===== src/rtl/shift_normalizer.sv =====
// shift_normalizer: serial normalizer that shifts a word until its leading bit is set and reports the shift count.
// Optional feature macro NORMALIZER_DIR_EN adds in_dir to select right normalization (shift until LSB is 1).
module shift_normalizer #(
   parameter int WIDTH = 4,
   parameter int CNT_W = 2
) (
   input  logic             clk,
   input  logic             rst_n,
   input  logic             in_valid,
   output logic             in_ready,
   input  logic [WIDTH-1:0] in_data,
`ifdef NORMALIZER_DIR_EN
   input  logic             in_dir,
`endif
   output logic             out_valid,
   input  logic             out_ready,
   output logic [WIDTH-1:0] out_data,
   output logic [CNT_W-1:0] out_shift,
   output logic             out_zero
);
   typedef enum logic [1:0] {IDLE, SHIFT, DONE} state_t;
   state_t           state_q, state_d;
   logic [WIDTH-1:0] word_q, word_d;
   logic [CNT_W-1:0] cnt_q, cnt_d;
   logic             zero_q, zero_d;
   logic             head;
   logic [WIDTH-1:0] shifted;
`ifdef NORMALIZER_DIR_EN
   logic             dir_q, dir_d;
   assign head    = dir_q ? word_q[0] : word_q[WIDTH-1];
   assign shifted = dir_q ? word_q >> 1 : word_q << 1;
`else
   assign head    = word_q[WIDTH-1];
   assign shifted = word_q << 1;
`endif
   assign in_ready  = state_q == IDLE;
   assign out_valid = state_q == DONE;
   assign out_data  = word_q;
   assign out_shift = cnt_q;
   assign out_zero  = zero_q;
   // next-state: accept in IDLE, shift one position per cycle in SHIFT, hold result in DONE
   always_comb begin
      state_d = state_q;
      word_d  = word_q;
      cnt_d   = cnt_q;
      zero_d  = zero_q;
`ifdef NORMALIZER_DIR_EN
      dir_d   = dir_q;
`endif
      case (state_q)
         IDLE: if (in_valid) begin
            word_d  = in_data;
            cnt_d   = '0;
            zero_d  = 1'b0;
`ifdef NORMALIZER_DIR_EN
            dir_d   = in_dir;
`endif
            state_d = SHIFT;
         end
         SHIFT: if (word_q == '0) begin
            zero_d  = 1'b1;
            cnt_d   = '0;
            word_d  = '0;
            state_d = DONE;
         end else if (head) begin
            state_d = DONE;
         end else begin
            word_d  = shifted;
            cnt_d   = cnt_q + CNT_W'(1);
         end
         DONE: state_d = out_ready ? IDLE : DONE;
         default: state_d = IDLE;
      endcase
   end
   // state and datapath registers with synchronous active-low clear
   always_ff @(posedge clk) begin
      if (!rst_n) begin
         state_q <= IDLE;
         word_q  <= '0;
         cnt_q   <= '0;
         zero_q  <= 1'b0;
`ifdef NORMALIZER_DIR_EN
         dir_q   <= 1'b0;
`endif
      end else begin
         state_q <= state_d;
         word_q  <= word_d;
         cnt_q   <= cnt_d;
         zero_q  <= zero_d;
`ifdef NORMALIZER_DIR_EN
         dir_q   <= dir_d;
`endif
      end
   end
endmodule

===== config.mk =====
export PLATFORM = sky130hd
export DESIGN_NAME = shift_normalizer
export DESIGN_NICKNAME = d
export VERILOG_FILES = /design/src/rtl/shift_normalizer.sv
export SDC_FILE = /design/constraint.sdc
export NUM_CORES = 1
export LEC_CHECK = 0
export ABC_AREA = 1
export CAP_MARGIN = 20
export CORE_AREA = 2 2 39 41
export CTS_BUF_LIST = sky130_fd_sc_hd__clkbuf_4 sky130_fd_sc_hd__clkbuf_8
export DETAILED_ROUTE_END_ITERATION = 12
export DIE_AREA = 0 0 41 43
export PLACE_DENSITY_LB_ADDON = 0.05
export SLEW_MARGIN = 20
export SYNTH_ARGS = -nofsm -noshare
export SYNTH_HDL_FRONTEND = slang
export SYNTH_SLANG_ARGS = --single-unit

===== constraint.sdc =====
create_clock -name clk -period 1.47 [get_ports clk]
set_input_delay 0.441 -clock clk [delete_from_list [all_inputs] [get_ports clk]]
set_output_delay 0.441 -clock clk [all_outputs]
set_load 0.005 [all_outputs]

==> impl_metrics.env, run 1 <==
export IMPL_report_final_hold_viol_count=0
export IMPL_holdCritStartpoint="out_zero"
export IMPL_grt_overflow=0
export IMPL_clk_latency_ps=270
export IMPL_syn_to_final_growth_pct=57.5
export IMPL_final_common_cell="nand2_1"
export IMPL_io_pins=17
export IMPL_fin_skew_ps=1.36
export IMPL_ant_nets=0
export IMPL_crit_start="state_q[1]"
export IMPL_num_rows=14
export IMPL_worstSetupPathType="reg -> out"
export IMPL_max_slew_margin_pct=85.9
export IMPL_routed_wl_um=1190
export IMPL_core_mm2=0.00138
export IMPL_syn_num_nets=78
export IMPL_cp_end_kind="output pin"
export IMPL_setup_viol=0
export IMPL_syn_cell_area_um2=474
export IMPL_die_w_um=41
export IMPL_stdcell_area_um2=747
export IMPL_hold_end="out_zero"
export IMPL_ys_types=14
export IMPL_dpl_cell_count=108
export IMPL_finalSetupTns_ps=0
export IMPL_synth_warnings=0
export IMPL_fmax_mhz=713
export IMPL_gp_congestion=0.751
export IMPL_rsz0062_at_grt="no"
export IMPL_syn_inst=70
export IMPL_worst_pin_slew_ps=211
export IMPL_port_buffers=16
export IMPL_worstPathRequired_ps=1030
export IMPL_h_tree_depth=1
export IMPL_clockRootBuffer="clkbuf_4"
export IMPL_clk_pin_slew_ps=60
export IMPL_slowest_stage="dfxtp_4"
export IMPL_start_util_pct=34.3
export IMPL_cp_arrival_ps=960
export IMPL_crit_chain="nor2_4, dlygate4sd2_1"
export IMPL_vias=539
export IMPL_grt_first_pass_wirelength_um=1960
export IMPL_crit_fanout=3
export IMPL_r2r_end="state_q[1]"
export IMPL_whs_path_depth=2
export IMPL_diodes=0
export IMPL_max_stage_delay_ps=360
export IMPL_grt_pass1_vias=483
export IMPL_drc=0
export IMPL_grt_max_degree=9
export IMPL_dieArea_mm2=0.00176
export IMPL_dieHeight_um=43
export IMPL_r2r_start="out_data[3]"
export IMPL_dp_hpwl_um=885
export IMPL_drv_cap=0
export IMPL_ys_seq_area_share_pct=38.0
export IMPL_grtUsageTotal_pct=16.5
export IMPL_via_per_inst=4.69
export IMPL_utilization_pct=54.0
export IMPL_ir_worst_vdd_mv=0.514
export IMPL_drive_gt1_share_pct=28.3
export IMPL_rr_worst_depth=6
export IMPL_dpl_instance_area_um2=699
export IMPL_status="complete, no violations"
export IMPL_finalCriticalPeriod_ps=1400
export IMPL_critPathLaunchType="flip-flop"
export IMPL_numCtsBuffers=3
export IMPL_fin_nets=108
export IMPL_clock_sinks=9
export IMPL_ys_ff_latch=9
export IMPL_drv_slew=0
export IMPL_rrSetupSlack_ps=350
export IMPL_antenna_found_initial=0
export IMPL_cts_tree="yes"
export IMPL_post_route_period_util_pct=95.4
export IMPL_final_cell_mix="nand2_1, inv_1, nand3_1, buf_4"
export IMPL_firstDrtPassIters=4
export IMPL_drt_first_iter_violations=3
export IMPL_wl_per_cell_um=10.3
export IMPL_power_density_mw_per_mm2=969
export IMPL_hold_class="reg -> reg"
export IMPL_holdWs_ps=468
export IMPL_stdcell_count=115
export IMPL_synth_avg_cell_area_um2=6.77
export IMPL_cts_buffer_depth=2
export IMPL_p_leak_nw=0.379
-- flip-flops by register name (all words and copies together) (netlist names) --
name       cells
out_zero       1
state_q        2
out_shift      2
out_data       4
-- worst max-delay path, delay by kind of cell (launching register included) --
kind                   cells  cell delay (ps)
AND/OR/NAND/NOR            1              100
buffers and inverters      1              230
flip-flops                 1              360
-- power by group --
| group | leakage (nW) | internal [mW] | switching [mW] |
|---|---|---|---|
| Sequential | 0.0765 | 0.267 | 0.0149 |
| Clock | 0.0184 | 0.124 | 0.101 |
| Combinational | 0.284 | 0.105 | 0.111 |
| Total | 0.379 | 0.496 | 0.227 |
-- metrics by stage --
stage          worst slack [ps]  power, mW
3_3_place_gp              -17.3      0.509
3_5_place_dp              -27.4      0.510
5_1_grt                    22.8      0.763
6_report                   67.7      0.724
2_1_floorplan               439      0.398
4_1_cts                    16.4      0.732
-- Yosys cell counts --
cell type / instances / area, um^2
nand2_1: 15 / 56.3
inv_1: 14 / 52.6
dfxtp_1: 9 / 180
nand3_1: 9 / 45.0
a21oi_1: 8 / 40.0
nand4_1: 3 / 18.8
nor2_1: 3 / 11.3
nand2_2: 2 / 12.5
nand3_2: 2 / 20.0
inv_2: 1 / 3.75
nand2_4: 1 / 11.3
nor2_2: 1 / 6.26
nor2_4: 1 / 11.3
o21ai_1: 1 / 5.00
-- layer usage --
| layer | share of wire [%] | track usage (%) |
|---|---|---|
| met5 | 0 | 0 |
| met3 | 5.1 | 3.14 |
| met2 | 44 | 22.5 |
| met4 | 3.4 | 12.0 |
| met1 | 47 | 22.0 |
-- logic make-up (layout without fill, tap and decap cells) --
group,count (synthesis),in the layout,synth area share [%]
and+or+nand+nor,37,37,40.6
AOI/OAI and AO/OA,9,9,9.50
DFF,9,9,38.0
buffers and inverters,15,44,11.9
-- worst max path at each step --
stage | end | cells past startpoint
floorplan | out_valid | 2
global placement | out_shift[1] | 7
detailed placement | out_shift[1] | 7
CTS | out_valid | 3
global route | in_ready | 2
finish | in_ready | 2
-- final cells by class --
cell class	count	area [um^2]
clock buffers	4	30.0
fillers	151	637
inverters	15	56.3
multi-input cells	46	238
flip-flops and latches	9	190
well taps	16	20.0
repair buffers	25	213
-- repair_timing --
item / CTS / global route
resized for setup: 16 / 2
endpoints found under the hold margin: 0 / 0
cloned: 0 / 0
setup buffers: 3 / 0
endpoints found under the setup margin: 9 / 1
hold buffers: 0 / 0
Power figures use the tool's default switching activity.
==> inputs of run 2 (changes only) <==
Settings changed: CORE_AREA 2 2 39 41 to 10 10 47 49, DIE_AREA 0 0 41 43 to 0 0 57 59, GPL_TIMING_DRIVEN set to 0.
==> impl_metrics.env, run 2 (same netlist as run 1, synthesis figures left out) <==
export IMPL_core_mm2=0.00140
export IMPL_ant_nets=0
export IMPL_dieArea_mm2=0.00336
export IMPL_diodes=0
export IMPL_fin_skew_ps=1.41
export IMPL_final_common_cell="nand2_1"
export IMPL_r2r_start="out_data[3]"
export IMPL_p_leak_nw=0.333
export IMPL_final_cell_mix="nand2_1, inv_1, nand3_1, a21oi_1"
export IMPL_fmax_mhz=721
export IMPL_holdWs_ps=473
export IMPL_syn_to_final_growth_pct=43.8
export IMPL_dp_hpwl_um=935
export IMPL_multi_input_area_um2=238
export IMPL_start_util_pct=33.8
export IMPL_finalCriticalPeriod_ps=1390
export IMPL_cts_tree="yes"
export IMPL_grt_pass1_vias=473
export IMPL_cp_end_kind="output pin"
export IMPL_clk_pin_slew_ps=60
export IMPL_clock_sinks=9
export IMPL_grtUsageTotal_pct=7.63
export IMPL_swShare_pct=30.6
export IMPL_grt_first_pass_wirelength_um=1990
export IMPL_vias=487
export IMPL_clockRootBuffer="clkbuf_4"
export IMPL_max_slew_margin_pct=87.1
export IMPL_post_cts_setup_buffers=0
export IMPL_setup_viol=0
export IMPL_rrSetupSlack_ps=460
export IMPL_r2r_end="out_shift[1]"
export IMPL_postCtsHoldBufs=0
export IMPL_dieHeight_um=59
export IMPL_h_tree_depth=1
export IMPL_worstSetupPathType="reg -> out"
export IMPL_grt_overflow=0
export IMPL_seqPwrFrac_pct=43.5
export IMPL_largest_reg_flops=4
export IMPL_crit_path_end="in_ready"
export IMPL_clkPwrFrac_pct=31.4
export IMPL_status="complete, no violations"
export IMPL_power_switching_mw=0.207
export IMPL_drv_slew=0
export IMPL_drt_first_iter_violations=5
export IMPL_via_per_inst=4.59
export IMPL_report_final_hold_viol_count=0
export IMPL_crit_start="state_q[0]"
export IMPL_clk_latency_ps=260
export IMPL_antenna_found_initial=0
export IMPL_port_buffers=16
export IMPL_p_comb_share_pct=25.1
export IMPL_fin_nets=99
export IMPL_ir_worst_vdd_mv=0.520
export IMPL_gp_congestion=0.730
export IMPL_critPathLaunchType="flip-flop"
export IMPL_post_route_period_util_pct=94.3
export IMPL_finalSetupTns_ps=0
export IMPL_drv_cap=0
export IMPL_num_rows=14
export IMPL_worst_pin_slew_ps=193
export IMPL_drc=0
export IMPL_rr_worst_depth=6
export IMPL_utilization_pct=48.7
export IMPL_io_pins=17
export IMPL_routed_wl_um=1160
export IMPL_p_int_mw=0.470
export IMPL_drive_gt1_share_pct=24.4
export IMPL_grt_max_degree=9
export IMPL_setup_ws_ps=83.9
export IMPL_wl_per_cell_um=10.9
export IMPL_pre_cts_slack_ps=-102
export IMPL_fillers=157
export IMPL_seq_area_um2=196
export IMPL_die_w_um=57
export IMPL_numCtsBuffers=3
export IMPL_firstDrtPassIters=4
export IMPL_hold_class="reg -> reg"
export IMPL_cts_buffer_depth=2
export IMPL_rsz0062_at_grt="no"
export IMPL_worstPathRequired_ps=1030
export IMPL_crit_fanout=7
export IMPL_power_density_mw_per_mm2=993
export IMPL_cp_arrival_ps=950
[run 2: metal layers]
layer	part of all wire (%)	GRT usage (%)
met2	47	11.8
met3	9.7	5.15
met4	2.5	5.03
met5	0	0
met1	41	7.31
[run 2: power groups by stage]
stage               Combinational, mW  Clock [mW]  Sequential [mW]
global placement                0.189           0            0.298
finish                          0.170       0.213            0.295
floorplan                       0.104           0            0.294
global route                    0.195       0.229            0.300
detailed placement              0.189           0            0.297
CTS                             0.175       0.214            0.295
[run 2: how the worst min path moves through the flow]
stage	to	cells after the start	start	slack (ps)
6_report	out_shift[0]	2	out_shift[0]	470
5_1_grt	out_zero	2	out_zero	500
4_1_cts	out_shift[0]	2	out_shift[0]	470
3_5_place_dp	out_zero	2	out_zero	470
3_3_place_gp	out_zero	2	out_zero	460
2_1_floorplan	out_zero	2	out_zero	460
[run 2: layout make-up]
type | instances | share of cell area [%]
multi-input cells | 46 | 34.9
flip-flops and latches | 9 | 28.8
repair buffers | 16 | 20.7
inverters | 15 | 8.26
clock buffers | 4 | 4.40
well taps | 16 | 2.94
[run 2: stage by stage]
stage | area, um^2 | power (mW) | cells
final | 682 | 0.677 | 106
after global placement | 654 | 0.487 | 102
after global routing | 682 | 0.724 | 106
after floorplan | 474 | 0.398 | 70
after CTS | 687 | 0.684 | 106
after detailed placement | 654 | 0.487 | 102
[run 2: timing repair]
action / in CTS / in global routing
pin swaps: 1 / 0
endpoints found under the hold margin: 0 / 0
endpoints found under the setup margin: 9 / 1
gates resized for setup: 24 / 1
[run 2: worst max-delay path, cell delays in order (launching register included)]
cell     delay (ps)
dfxtp_4         380
nor2_4          170
buf_2           140
